===== config.mk =====
export PLATFORM = sky130hd
export DESIGN_NAME = expr_sched_flat
export DESIGN_NICKNAME = d
export VERILOG_FILES = /design/src/rtl/expr_sched_if.sv /design/src/rtl/expr_sched.sv /design/src/flat_wrapper.sv
export SDC_FILE = /design/constraint.sdc
export NUM_CORES = 1
export LEC_CHECK = 0
export CAP_MARGIN = 15
export CORE_UTILIZATION = 35
export CTS_CLUSTER_SIZE = 30
export DETAILED_ROUTE_END_ITERATION = 10
export MAX_ROUTING_LAYER = met4
export PLACE_DENSITY = 0.69
export SYNTH_ARGS = -nofsm -noshare
export SYNTH_HDL_FRONTEND = slang
export SYNTH_SLANG_ARGS = --single-unit

===== constraint.sdc =====
create_clock -name clk -period 1.5 [get_ports clk]
set_input_delay 0.375 -clock clk [delete_from_list [all_inputs] [get_ports clk]]
set_output_delay 0.375 -clock clk [all_outputs]
set_load 0.02 [all_outputs]

===== src/rtl/expr_sched_if.sv =====
// Handshake bundle between expr_sched, its two requesters, the shared
// expr checker and the result consumer.
interface expr_sched_if #(
  parameter int LEN_W = 8
);
  logic             req0_valid, req0_last, req0_ready;
  logic [7:0]       req0_data;
  logic             req1_valid, req1_last, req1_ready;
  logic [7:0]       req1_data;
  logic             chk_clr, chk_en, chk_out;
  logic [7:0]       chk_in;
  logic             res_valid, res_id, res_ok, res_err, res_ready;
  logic [LEN_W-1:0] res_len;

  modport master (
    output req0_valid, req0_data, req0_last, req1_valid, req1_data, req1_last,
           chk_out, res_ready,
    input  req0_ready, req1_ready, chk_clr, chk_en, chk_in,
           res_valid, res_id, res_ok, res_err, res_len
  );

  modport slave (
    input  req0_valid, req0_data, req0_last, req1_valid, req1_data, req1_last,
           chk_out, res_ready,
    output req0_ready, req1_ready, chk_clr, chk_en, chk_in,
           res_valid, res_id, res_ok, res_err, res_len
  );
endinterface


===== src/rtl/expr_sched.sv =====
// Shares one expr checker between two requesters, one whole string at a time.
// Optional stall abort: define EXPR_SCHED_TIMEOUT_EN.
module expr_sched #(
  parameter int MAX_LEN = 16,
  parameter int LEN_W   = 8,
  parameter int TIMEOUT = 8
) (
  input logic         clk,
  input logic         clr,
  expr_sched_if.slave bus
);
  typedef enum logic [2:0] {IDLE, CLR, STREAM, EVAL, RESP} state_t;

  state_t           st, nx;
  logic             grant, last_grant, err;
  logic [LEN_W-1:0] len;
  logic             gvalid, glast, hs, fwd, to_hit;
  logic [7:0]       gdata;

  if (MAX_LEN < 1 || MAX_LEN > 255 || TIMEOUT < 1 || (1 << LEN_W) <= MAX_LEN) begin : g_bad_param
    $error("expr_sched: parameter out of range");
  end

  assign gvalid = grant ? bus.req1_valid : bus.req0_valid;
  assign glast  = grant ? bus.req1_last  : bus.req0_last;
  assign gdata  = grant ? bus.req1_data  : bus.req0_data;
  assign hs     = (st == STREAM) && gvalid;
  // characters beyond MAX_LEN are swallowed so the requester never stalls
  assign fwd    = hs && (len < LEN_W'(MAX_LEN));

`ifdef EXPR_SCHED_TIMEOUT_EN
  localparam int TW = $clog2(TIMEOUT + 1);
  logic [TW-1:0] tcnt;
  assign to_hit = (st == STREAM) && !gvalid && (tcnt == TW'(TIMEOUT - 1));
  always_ff @(posedge clk) begin
    if (!clr || st != STREAM || gvalid) tcnt <= '0;
    else                                tcnt <= tcnt + TW'(1);
  end
`else
  assign to_hit = 1'b0;
`endif

  always_comb begin
    nx = st;
    case (st)
      IDLE:    if (bus.req0_valid || bus.req1_valid) nx = CLR;
      CLR:     nx = STREAM;
      STREAM:  if ((hs && glast) || to_hit) nx = EVAL;
      EVAL:    nx = RESP;
      RESP:    if (bus.res_ready) nx = IDLE;
      default: nx = IDLE;
    endcase
  end

  always_ff @(posedge clk) begin
    if (!clr) st <= IDLE;
    else      st <= nx;
  end

  always_ff @(posedge clk) begin
    if (!clr) begin
      grant       <= 1'b0;
      last_grant  <= 1'b1;
      len         <= '0;
      err         <= 1'b0;
      bus.res_id  <= 1'b0;
      bus.res_ok  <= 1'b0;
      bus.res_err <= 1'b0;
      bus.res_len <= '0;
    end else begin
      case (st)
        IDLE: if (bus.req0_valid || bus.req1_valid)
                grant <= (bus.req0_valid && bus.req1_valid) ? ~last_grant : bus.req1_valid;
        CLR: begin
          len <= '0;
          err <= 1'b0;
        end
        STREAM: begin
          if (fwd)     len <= len + LEN_W'(1);
          else if (hs) err <= 1'b1;
          if (to_hit)  err <= 1'b1;
        end
        EVAL: begin
          bus.res_ok  <= bus.chk_out & ~err;
          bus.res_err <= err;
          bus.res_len <= len;
          bus.res_id  <= grant;
        end
        RESP: if (bus.res_ready) last_grant <= grant;
        default: ;
      endcase
    end
  end

  assign bus.req0_ready = clr && (st == STREAM) && !grant;
  assign bus.req1_ready = clr && (st == STREAM) && grant;
  assign bus.chk_clr    = !clr || (st == CLR);
  assign bus.chk_en     = clr && fwd;
  assign bus.chk_in     = gdata;
  assign bus.res_valid  = (st == RESP);
endmodule


===== src/flat_wrapper.sv =====
// flat-port wrapper written by rule: the top's interface ports become plain ports
module expr_sched_flat 
#(
  parameter int MAX_LEN = 16,
  parameter int LEN_W   = 8,
  parameter int TIMEOUT = 8
)
  (clk, clr, bus_req0_valid, bus_req0_data, bus_req0_last, bus_req1_valid, bus_req1_data, bus_req1_last, bus_chk_out, bus_res_ready, bus_req0_ready, bus_req1_ready, bus_chk_clr, bus_chk_en, bus_chk_in, bus_res_valid, bus_res_id, bus_res_ok, bus_res_err, bus_res_len);
  expr_sched_if #(.LEN_W(LEN_W)) bus_i ();
  input logic clk;
  input logic clr;
  input wire logic [$bits(bus_i.req0_valid)-1:0] bus_req0_valid;
  input wire logic [$bits(bus_i.req0_data)-1:0] bus_req0_data;
  input wire logic [$bits(bus_i.req0_last)-1:0] bus_req0_last;
  input wire logic [$bits(bus_i.req1_valid)-1:0] bus_req1_valid;
  input wire logic [$bits(bus_i.req1_data)-1:0] bus_req1_data;
  input wire logic [$bits(bus_i.req1_last)-1:0] bus_req1_last;
  input wire logic [$bits(bus_i.chk_out)-1:0] bus_chk_out;
  input wire logic [$bits(bus_i.res_ready)-1:0] bus_res_ready;
  output wire logic [$bits(bus_i.req0_ready)-1:0] bus_req0_ready;
  output wire logic [$bits(bus_i.req1_ready)-1:0] bus_req1_ready;
  output wire logic [$bits(bus_i.chk_clr)-1:0] bus_chk_clr;
  output wire logic [$bits(bus_i.chk_en)-1:0] bus_chk_en;
  output wire logic [$bits(bus_i.chk_in)-1:0] bus_chk_in;
  output wire logic [$bits(bus_i.res_valid)-1:0] bus_res_valid;
  output wire logic [$bits(bus_i.res_id)-1:0] bus_res_id;
  output wire logic [$bits(bus_i.res_ok)-1:0] bus_res_ok;
  output wire logic [$bits(bus_i.res_err)-1:0] bus_res_err;
  output wire logic [$bits(bus_i.res_len)-1:0] bus_res_len;
  assign bus_i.req0_valid = bus_req0_valid;
  assign bus_i.req0_data = bus_req0_data;
  assign bus_i.req0_last = bus_req0_last;
  assign bus_i.req1_valid = bus_req1_valid;
  assign bus_i.req1_data = bus_req1_data;
  assign bus_i.req1_last = bus_req1_last;
  assign bus_i.chk_out = bus_chk_out;
  assign bus_i.res_ready = bus_res_ready;
  assign bus_req0_ready = bus_i.req0_ready;
  assign bus_req1_ready = bus_i.req1_ready;
  assign bus_chk_clr = bus_i.chk_clr;
  assign bus_chk_en = bus_i.chk_en;
  assign bus_chk_in = bus_i.chk_in;
  assign bus_res_valid = bus_i.res_valid;
  assign bus_res_id = bus_i.res_id;
  assign bus_res_ok = bus_i.res_ok;
  assign bus_res_err = bus_i.res_err;
  assign bus_res_len = bus_i.res_len;
  expr_sched #(.MAX_LEN(MAX_LEN), .LEN_W(LEN_W), .TIMEOUT(TIMEOUT)) u_core (.clk(clk), .clr(clr), .bus(bus_i));
endmodule

==> reports/metrics.csv <==
metric,value,unit
worstHoldEndpoint,u_core.bus.res_len[3],
fmax,0.517,GHz
synth_cells,139,
syn_nets,164,
synth_warnings,0,
min_period,1930,ps
hold_depth,2,
ys_ff_latch,25,
cts_sinks,25,
final_nets,243,
detail-route-antenna-nets,0,
area_growth,79.4,%
antenna_cells,0,
pwr-share-comb,40.8,%
fp.dieArea,0.00377,mm²
grt_pass1_wl,5.20,mm
vias,1270,
required,1120,ps
drtIter0Drc,31,
setup_viol_count_final,18,
critPathLaunchType,flip-flop,
clk_pin_slew_worst_paths,130,ps
drcViolationCount,0,
violations,negative setup slack,
worst_ep_arrival_time,1560,ps
reg2reg_from,u_core.len[7],
rows,21,
rsz0062_at_grt,yes,
min_path_type,flip-flop to flip-flop,
cellLeakagePower,0.947,nW
clock_skew,6.65,ps
synth-seq-area-share,40.5,%
wl,3.60,mm
p_int,0.00119,W
finalSetupTns,-3310,ps
power,0.00170,W
pwr-share-seq,42.0,%
coreArea,0.00336,mm²
hold_viol_final,0,
switching_share,30.2,%
ir_worst_vdd,0.541,mV
ys_types,35,
netlist_area,0.00124,mm²
routedWlPerCell,13.7,µm
tightest_slew,314,ps
p_clk_share,17.2,%
setup_ws,-434,ps
r2r-end,u_core.len[3],
power_density,769,mW/mm²
maxCapViolations,0,
grt_overflow,0,
htree_levels,1,
clk_latency,310,ps
fp.dieW,61.4,µm
tritoncts,yes,
yosysTopAreaCell,dfxtp_1,
ctsHoldBuffers,0,
firstDrtPassIters,3,
fin_crit_sh,129,%
p_sw,0.000515,W
layout_common_cells,"25 x nand2_1, 25 x buf_6, 25 x buf_4",
place_ws,-751,ps
cp-end-kind,output port,
cts_max_path_buffers,2,
rrSetupSlack,-240,ps
avgSynthCellArea,8.89,µm²
nFillCells,300,
grt_pass1_vias,1150,
synth.area.top_cells,"dfxtp_1 40%, nand2_1 7.9%, mux2_2 7.3%, a21boi_1 5.5%, mux2i_1 4.9%",
worst-r2r-cell-count,5,
grt_max_degree,31,
seqCellArea,512,µm²
drv_slew,0,
layout-drive-gt1-share,39.2,%
relSlewSlack,78.9,%
cts_buffers,3,
multi_input_area,796,µm²
antenna_found_initial,0,
start_util,36.8,%
yosysTopAreaCellShare,40.5,%
avgViaCountPerCell,4.83,
status,"finished, violations left",
ios,48,
crit_type,flip-flop to output port,
dp_hpwl,2.30,mm
min-delay-start,u_core.bus.res_len[3],
utilization,65.9,%
io_buffers,47,
place.gp.congestion,0.818,
root_buffer,clkbuf_4,
grt_usage,19.3,%
die_y,61.4,µm
crit_fanout,2,
## cell usage after synthesis
library cell	count
nor4_2	1
a21boi_1	9
a211o_1	1
and3b_1	2
or4_4	1
mux2_2	8
o31ai_1	1
nor3b_1	2
or3b_1	2
buf_2	3
nand3_1	8
and3_1	5
and2_1	1
ha_1	1
nor2_1	3
nor4bb_1	1
a21boi_0	2
or3_1	1
xnor2_1	1
dfxtp_1	25
and3_2	1
mux2i_1	6
o22ai_2	1
nor4b_2	1
inv_1	3
nor3_2	1
nand2b_1	1
a21oi_1	2
nand3b_1	4
nor4_1	1
o21ai_0	1
nand2_1	26
nor3_1	3
clkbuf_1	8
o21a_1	2
## sequential cells by signal, indices dropped and copies added (netlist names)
signal,flops
u_core.bus.res_id,1
u_core.last_grant,1
u_core.bus.res_err,1
u_core.bus.res_len,8
u_core.err,1
u_core.grant,1
u_core.len,8
u_core.st,3
u_core.bus.res_ok,1
## what timing repair did
action | CTS | global route
hold endpoints to repair | 0 | 0
gates resized for setup | 102 | 36
buffers inserted | 7 | 13
endpoints found under the setup margin | 29 | 27
pin swaps | 7 | 9
## power groups by stage
stage | registers [W] | clock network [W] | logic (W)
5_1_grt | 0.000719 | 0.000342 | 0.000737
3_3_place_gp | 0.000717 | 0 | 0.000478
3_5_place_dp | 0.000717 | 0 | 0.000488
4_1_cts | 0.000712 | 0.000309 | 0.000554
6_report | 0.000715 | 0.000293 | 0.000696
2_1_floorplan | 0.000710 | 0 | 0.000264
## worst max-delay path: stages, from the launching register on
cell and delay [ps]:
dfxtp_2 340, or4_4 550, nor3_2 190, buf_4 170
## cell families after synthesis
family,after synthesis,synth area share (%)
mux,14,12.1
fa+ha+maj,1,1.01
xor+xnor,1,0.709
simple gates,65,29.7
buf+inv,14,4.55
compound gates,19,11.4
flops,25,40.5
## stage by stage
stage               hold WS (ps)  instance area (µm²)  instances
floorplan                    441                 1240        139
global placement             442                 1870        241
detailed placement           445                 1870        241
CTS                          461                 2010        252
global route                 480                 2220        263
finish                       456                 2220        263
## layout make-up
| type | instances | share of cell area (%) |
|---|---|---|
| timing repair buffer | 85 | 36.7 |
| multi-input combinational | 100 | 35.9 |
| sequential | 25 | 23.1 |
| tap | 46 | 2.60 |
| clock buffer | 4 | 1.19 |
| inverter | 3 | 0.508 |
## how the worst max path moves through the flow
stage	from	endpoint	slack, ps	depth (start not counted)
2_1_floorplan	u_core.len[7]	bus_chk_en	-100	2
3_3_place_gp	clr	bus_req0_ready	-760	5
3_5_place_dp	clr	bus_req0_ready	-750	5
4_1_cts	u_core.len[7]	bus_chk_en	-420	3
5_1_grt	u_core.len[7]	bus_chk_en	-480	3
6_report	u_core.len[7]	bus_chk_en	-430	3
## per-layer routing
| metal | vias up | GRT usage (%) | wire length (µm) |
|---|---|---|---|
| li1 | 646 | - | - |
| met2 | 25 | 34.2 | 1920 |
| met1 | 593 | 22.8 | 1530 |
| met4 | 0 | 5.40 | 45 |
| met5 | - | - | 0 |
| met3 | 6 | 2.52 | 94 |
No activity file was read; power rests on OpenSTA's default activity.
